**src/rtl/ifu_fetch.sv**
```systemverilog
// Multi-cycle instruction fetch: owns the PC, reads one word per instruction and hands it to decode.
// Optional response timeout is enabled by defining IFU_TIMEOUT_EN.
module ifu_fetch #(
  parameter int unsigned      WIDTH          = 32,
  parameter logic [WIDTH-1:0] RESET_PC       = WIDTH'(32'h8000_0000),
  parameter int unsigned      TIMEOUT_CYCLES = 255
) (
  input  logic             clk,
  input  logic             rst,
  input  logic [WIDTH-1:0] next_pc,
  input  logic             next_pc_valid,
  output logic             imem_req_valid,
  input  logic             imem_req_ready,
  output logic [WIDTH-1:0] imem_req_addr,
  input  logic             imem_rsp_valid,
  input  logic [31:0]      imem_rsp_data,
  input  logic             imem_rsp_err,
  output logic             inst_valid,
  input  logic             inst_ready,
  output logic [31:0]      inst,
  output logic [WIDTH-1:0] inst_pc,
  output logic             fetch_fault
);

  localparam logic [31:0] NOP_INST = 32'h0000_0013;

  typedef enum logic [1:0] {S_REQ, S_WAIT, S_HOLD, S_RETIRE} state_t;

  state_t           state_reg, state_next;
  logic [WIDTH-1:0] pc_reg, pc_next;
  logic [31:0]      inst_reg, inst_next;
  logic [WIDTH-1:0] inst_pc_reg, inst_pc_next;
  logic             fault_reg, fault_next;
  logic             misaligned;
  logic             timeout_hit;

  assign misaligned = |pc_reg[1:0];

`ifdef IFU_TIMEOUT_EN
  localparam int unsigned TIMER_W =
    ($clog2(TIMEOUT_CYCLES + 1) > 8) ? $clog2(TIMEOUT_CYCLES + 1) : 8;

  logic [TIMER_W-1:0] timer_reg;

  // Held at zero outside S_WAIT, so every entry into S_WAIT starts a fresh count.
  always_ff @(posedge clk) begin
    if (rst || state_reg != S_WAIT) begin
      timer_reg <= '0;
    end else if (!imem_rsp_valid) begin
      timer_reg <= timer_reg + 1'b1;
    end
  end

  assign timeout_hit = (state_reg == S_WAIT) && !imem_rsp_valid &&
                       (timer_reg == TIMER_W'(TIMEOUT_CYCLES - 1));
`else
  logic unused_timeout_cfg;
  assign unused_timeout_cfg = (TIMEOUT_CYCLES != 0);
  assign timeout_hit        = 1'b0;
`endif

  always_ff @(posedge clk) begin
    if (rst) begin
      state_reg   <= S_REQ;
      pc_reg      <= RESET_PC;
      inst_reg    <= NOP_INST;
      inst_pc_reg <= RESET_PC;
      fault_reg   <= 1'b0;
    end else begin
      state_reg   <= state_next;
      pc_reg      <= pc_next;
      inst_reg    <= inst_next;
      inst_pc_reg <= inst_pc_next;
      fault_reg   <= fault_next;
    end
  end

  always_comb begin
    state_next = state_reg;
    case (state_reg)
      S_REQ: begin
        if (misaligned) begin
          state_next = S_HOLD;
        end else if (imem_req_ready) begin
          state_next = S_WAIT;
        end
      end
      S_WAIT: begin
        if (imem_rsp_valid || timeout_hit) begin
          state_next = S_HOLD;
        end
      end
      S_HOLD: begin
        if (inst_ready) begin
          state_next = next_pc_valid ? S_REQ : S_RETIRE;
        end
      end
      S_RETIRE: begin
        if (next_pc_valid) begin
          state_next = S_REQ;
        end
      end
      default: state_next = S_REQ;
    endcase
  end

  // The PC moves only on a retire event; the instruction latch only on entry to S_HOLD.
  always_comb begin
    pc_next      = pc_reg;
    inst_next    = inst_reg;
    inst_pc_next = inst_pc_reg;
    fault_next   = fault_reg;
    case (state_reg)
      S_REQ: begin
        if (misaligned) begin
          inst_next    = NOP_INST;
          inst_pc_next = pc_reg;
          fault_next   = 1'b1;
        end
      end
      S_WAIT: begin
        if (imem_rsp_valid) begin
          inst_next    = imem_rsp_data;
          inst_pc_next = pc_reg;
          fault_next   = imem_rsp_err;
        end else if (timeout_hit) begin
          inst_next    = NOP_INST;
          inst_pc_next = pc_reg;
          fault_next   = 1'b1;
        end
      end
      S_HOLD: begin
        if (inst_ready && next_pc_valid) begin
          pc_next = next_pc;
        end
      end
      S_RETIRE: begin
        if (next_pc_valid) begin
          pc_next = next_pc;
        end
      end
      default: ;
    endcase
  end

  // Request is masked while rst is high so nothing is issued before reset releases.
  always_comb begin
    imem_req_valid = !rst && (state_reg == S_REQ) && !misaligned;
    imem_req_addr  = pc_reg;
    inst_valid     = (state_reg == S_HOLD);
    fetch_fault    = (state_reg == S_HOLD) && fault_reg;
    inst           = inst_reg;
    inst_pc        = inst_pc_reg;
  end

endmodule

```
**config.mk**
```make
export PLATFORM = sky130hd
export DESIGN_NAME = ifu_fetch
export DESIGN_NICKNAME = d
export VERILOG_FILES = /design/src/rtl/ifu_fetch.sv
export SDC_FILE = /design/constraint.sdc
export NUM_CORES = 1
export LEC_CHECK = 0
export CORE_MARGIN = 2
export CORE_UTILIZATION = 46
export CTS_CLUSTER_DIAMETER = 60
export CTS_CLUSTER_SIZE = 28
export DETAILED_ROUTE_END_ITERATION = 8
export GPL_TIMING_DRIVEN = 0
export PLACE_DENSITY = 0.95
export SYNTH_ARGS = -nofsm -noshare
export SYNTH_HDL_FRONTEND = slang
export SYNTH_SLANG_ARGS = --single-unit
```
**constraint.sdc**
```tcl
create_clock -name clk -period 2.45 [get_ports clk]
set_clock_uncertainty 0.15 [all_clocks]
set_input_delay 0.49 -clock clk [delete_from_list [all_inputs] [get_ports clk]]
set_output_delay 0.49 -clock clk [all_outputs]
set_load 0.1 [all_outputs]
```
==> impl_metrics.toml <==
[sta]
slew_viol_final = 0
min_period_over_period = 0.952
max_slew_margin = 0.330
rsz0062_at_grt = "no"
final.setup.tns_ps = 0
tightest_slew_ps = 1010
worst_hold_slack_ps = 318
fmax_ghz = 0.429
final.min_clock_period_ps = 2330
finalSetupViolCount = 0
worst_slack_ps = 117
hold_viol = 0

[drt]
top_layer = "met4"
vias_per_cell = 5.47
routed_wl_mm = 12.7
antenna_left = 0
drc = 0
firstDrtPassIters = 5
vias = 4103
wl_met1_mm = 5.12
dr_wl_met2_mm = 6.34
met3RoutedLength_um = 851
wl_per_cell_um = 16.9
drt_iter0_drc = 156

[yosys]
async_reset_ff_frac = 0
syn_area_per_cell_um2 = 8.81
synth-compound-area-share = 0.151
syn_nets = 527
ys_seq_area_frac = 0.493
synth_fa_ha_area_frac = 0
netlist_area_um2 = 4020
synth_cell_type_count = 31
synth_mux_area_frac = 0.0847
synth_edf_count = 0
synth_top_family_by_area = "simple AND/OR/NAND/NOR gates"
netlist_instances = 456
ys_ff_latch = 99
synth-xor-area-share = 0
yosysWarnings = 0
synth-simple-area-share = 0.209
synth-main-ff-cell = "dfxtp_1"

[critical_path]
max_stage_delay_ps = 550
crit_fanout = 10
cp-startpoint = "state_reg[0]"
critPathKind = "reg2out"
path_cells = "buf_2 > nor2_2 > and2_2 > clkdlybuf4s15_2"
rrSetupSlack_ps = 540
r2r-start = "imem_req_addr[0]"
end_kind = "primary output"
worst_ep_arrival_time_ps = 1690
required_ps = 1810
slowest_stage = "clkdlybuf4s15_2"
reg2reg_to = "inst[15]"
startpoint_type = "flip-flop"
rr_worst_depth = 7
crit_end = "fetch_fault"

[final_layout]
drive_above_1_share = 0.0763
n_antenna_cell = 0
area_delta_synth_final_pct = 49.5
nets = 708

[power]
p_leak_uw = 0.00268
p_int_uw = 2660
power_frac_comb = 0.293
switching_power_uw = 1430
peakVddDrop_uv = 369
p_clk_frac = 0.291
p_per_area_nw_per_um2 = 682
p_sw_frac = 0.351
seq_power_share = 0.416

[grt]
grt_max_degree = 16
grt_pass1_vias = 4208
grt_antenna_before_repair = 0
grt_first_pass_wirelength_mm = 20.6
grt_remaining_overflow = 0
track_usage = 0.266

[floorplan]
num_rows = 34
die_h_um = 97.5
pin_count = 170
core-area_um2 = 8590
initial_core_util = 0.468
die_w_um = 97.5
die_area_um2 = 9500

[clocking]
cts_made_buffers = 9
htree_levels = 3
ctsHoldBuffers = 0
cts_tree = "built"
path_clk_slew_ps = 90
clockRootBuffer = "clkbuf_8"
clock_path_buffers = 2
cts.sinks = 99
clock_latency_ps = 350

[job]
maxCapViolations = 0

[placement]
numPortBuffers = 169
routabilityCongestion = 0.926
place_ws_ps = -950
place_hpwl_mm = 9.46

[hold_path]
hold_path_class = "reg2reg"

[run_status]
outcome = "complete, no violations"
[synth_stat cells, types with 2 or more instances]
| library cell | count | share of area |
|---|---|---|
| nor2_1 | 9 | 0.0084 |
| a21oi_1 | 62 | 0.077 |
| buf_2 | 13 | 0.016 |
| o31ai_1 | 29 | 0.054 |
| nor3_1 | 3 | 0.0037 |
| buf_1 | 3 | 0.0028 |
| buf_8 | 3 | 0.011 |
| nand4_1 | 29 | 0.045 |
| o32ai_1 | 2 | 0.0044 |
| mux2i_1 | 34 | 0.085 |
| nand2b_1 | 32 | 0.050 |
| clkbuf_1 | 24 | 0.022 |
| inv_1 | 5 | 0.0047 |
| dfxtp_1 | 99 | 0.49 |
| nand2_1 | 93 | 0.087 |
[how the worst min path moves through the flow]
| stage | from | to | slack, ps | cells past startpoint |
|---|---|---|---|---|
| 3_5_place_dp | fault_reg | fault_reg | 300 | 1 |
| 5_1_grt | inst_pc[21] | inst_pc[21] | 330 | 2 |
| 3_3_place_gp | fault_reg | fault_reg | 290 | 1 |
| 2_1_floorplan | fault_reg | fault_reg | 280 | 1 |
| 6_report | fault_reg | fault_reg | 320 | 1 |
| 4_1_cts | fault_reg | fault_reg | 320 | 1 |
[area by class of cell]
class,count,area [um^2]
Buffer,44,234
Clock buffer,12,155
Clock inverter,4,72.6
Fill cell,696,2590
Inverter,5,18.8
Multi-Input combinational cell,307,1800
Sequential cell,99,1990
Tap cell,108,135
Timing Repair Buffer,171,1600
[worst max-delay path, delay by kind of cell (launching register included)]
| kind | cells | cell delay, ps |
|---|---|---|
| buffers and inverters | 2 | 730 |
| DFF | 1 | 330 |
| and+or+nand+nor | 2 | 270 |
[power by group through the flow]
stage | combinational [uW] | sequential (uW) | clock (uW)
2_1_floorplan | 502 | 2080 | 0
3_3_place_gp | 1180 | 1740 | 0
3_5_place_dp | 1200 | 1740 | 0
4_1_cts | 1180 | 1700 | 1200
5_1_grt | 1260 | 1710 | 1270
6_report | 1200 | 1700 | 1190
[metal layers]
metal,GRT usage,up-vias
met5,0,-
met4,0.100,0
met3,0.0547,28
met2,0.476,205
met1,0.311,1929
li1,-,1941
[repair_timing]
| item | 4_1_cts | 5_1_grt |
|---|---|---|
| setup buffers | 0 | 2 |
| pin swaps | 1 | 1 |
| setup endpoints to repair | 99 | 1 |
| resized for setup | 113 | 4 |
| cloned | 0 | 0 |
[kinds of logic (layout without fill, tap and decap cells)]
family                 count (synthesis)  after routing
AND/OR/NAND/NOR                      173            173
AO/OA/AOI/OAI                        100            100
buffers and inverters                 50            236
flip-flops                            99             99
multiplexers                          34             34
[per-stage QoR]
stage	cell area (um^2)	power, uW	std cells	util
4_1_cts	5990	4090	749	0.697
3_5_place_dp	5870	2940	733	0.683
3_3_place_gp	5870	2920	733	0.683
5_1_grt	6010	4240	750	0.699
2_1_floorplan	4040	2580	456	-
6_report	6010	4090	750	0.699
[placed cells by master (no fill, tap or decap), types with 2 or more instances in the layout]
| master | n |
|---|---|
| mux2i_1 | 34 |
| bufinv_16 | 2 |
| o32ai_1 | 2 |
| o31ai_1 | 29 |
| a21oi_1 | 62 |
| inv_1 | 5 |
| nand2_1 | 93 |
| nand4_1 | 29 |
| buf_4 | 3 |
| clkbuf_8 | 11 |
| dfxtp_4 | 2 |
| buf_2 | 13 |
| dlygate4sd2_1 | 96 |
| nor3_1 | 3 |
| clkdlybuf4s50_1 | 70 |
| buf_8 | 3 |
| dfxtp_1 | 97 |
| nand2b_1 | 32 |
| clkbuf_1 | 23 |
| buf_6 | 2 |
| nor2_1 | 8 |
| clkdlybuf4s15_2 | 2 |
| buf_1 | 3 |
Note: power is estimated with default switching activity, not from simulation.
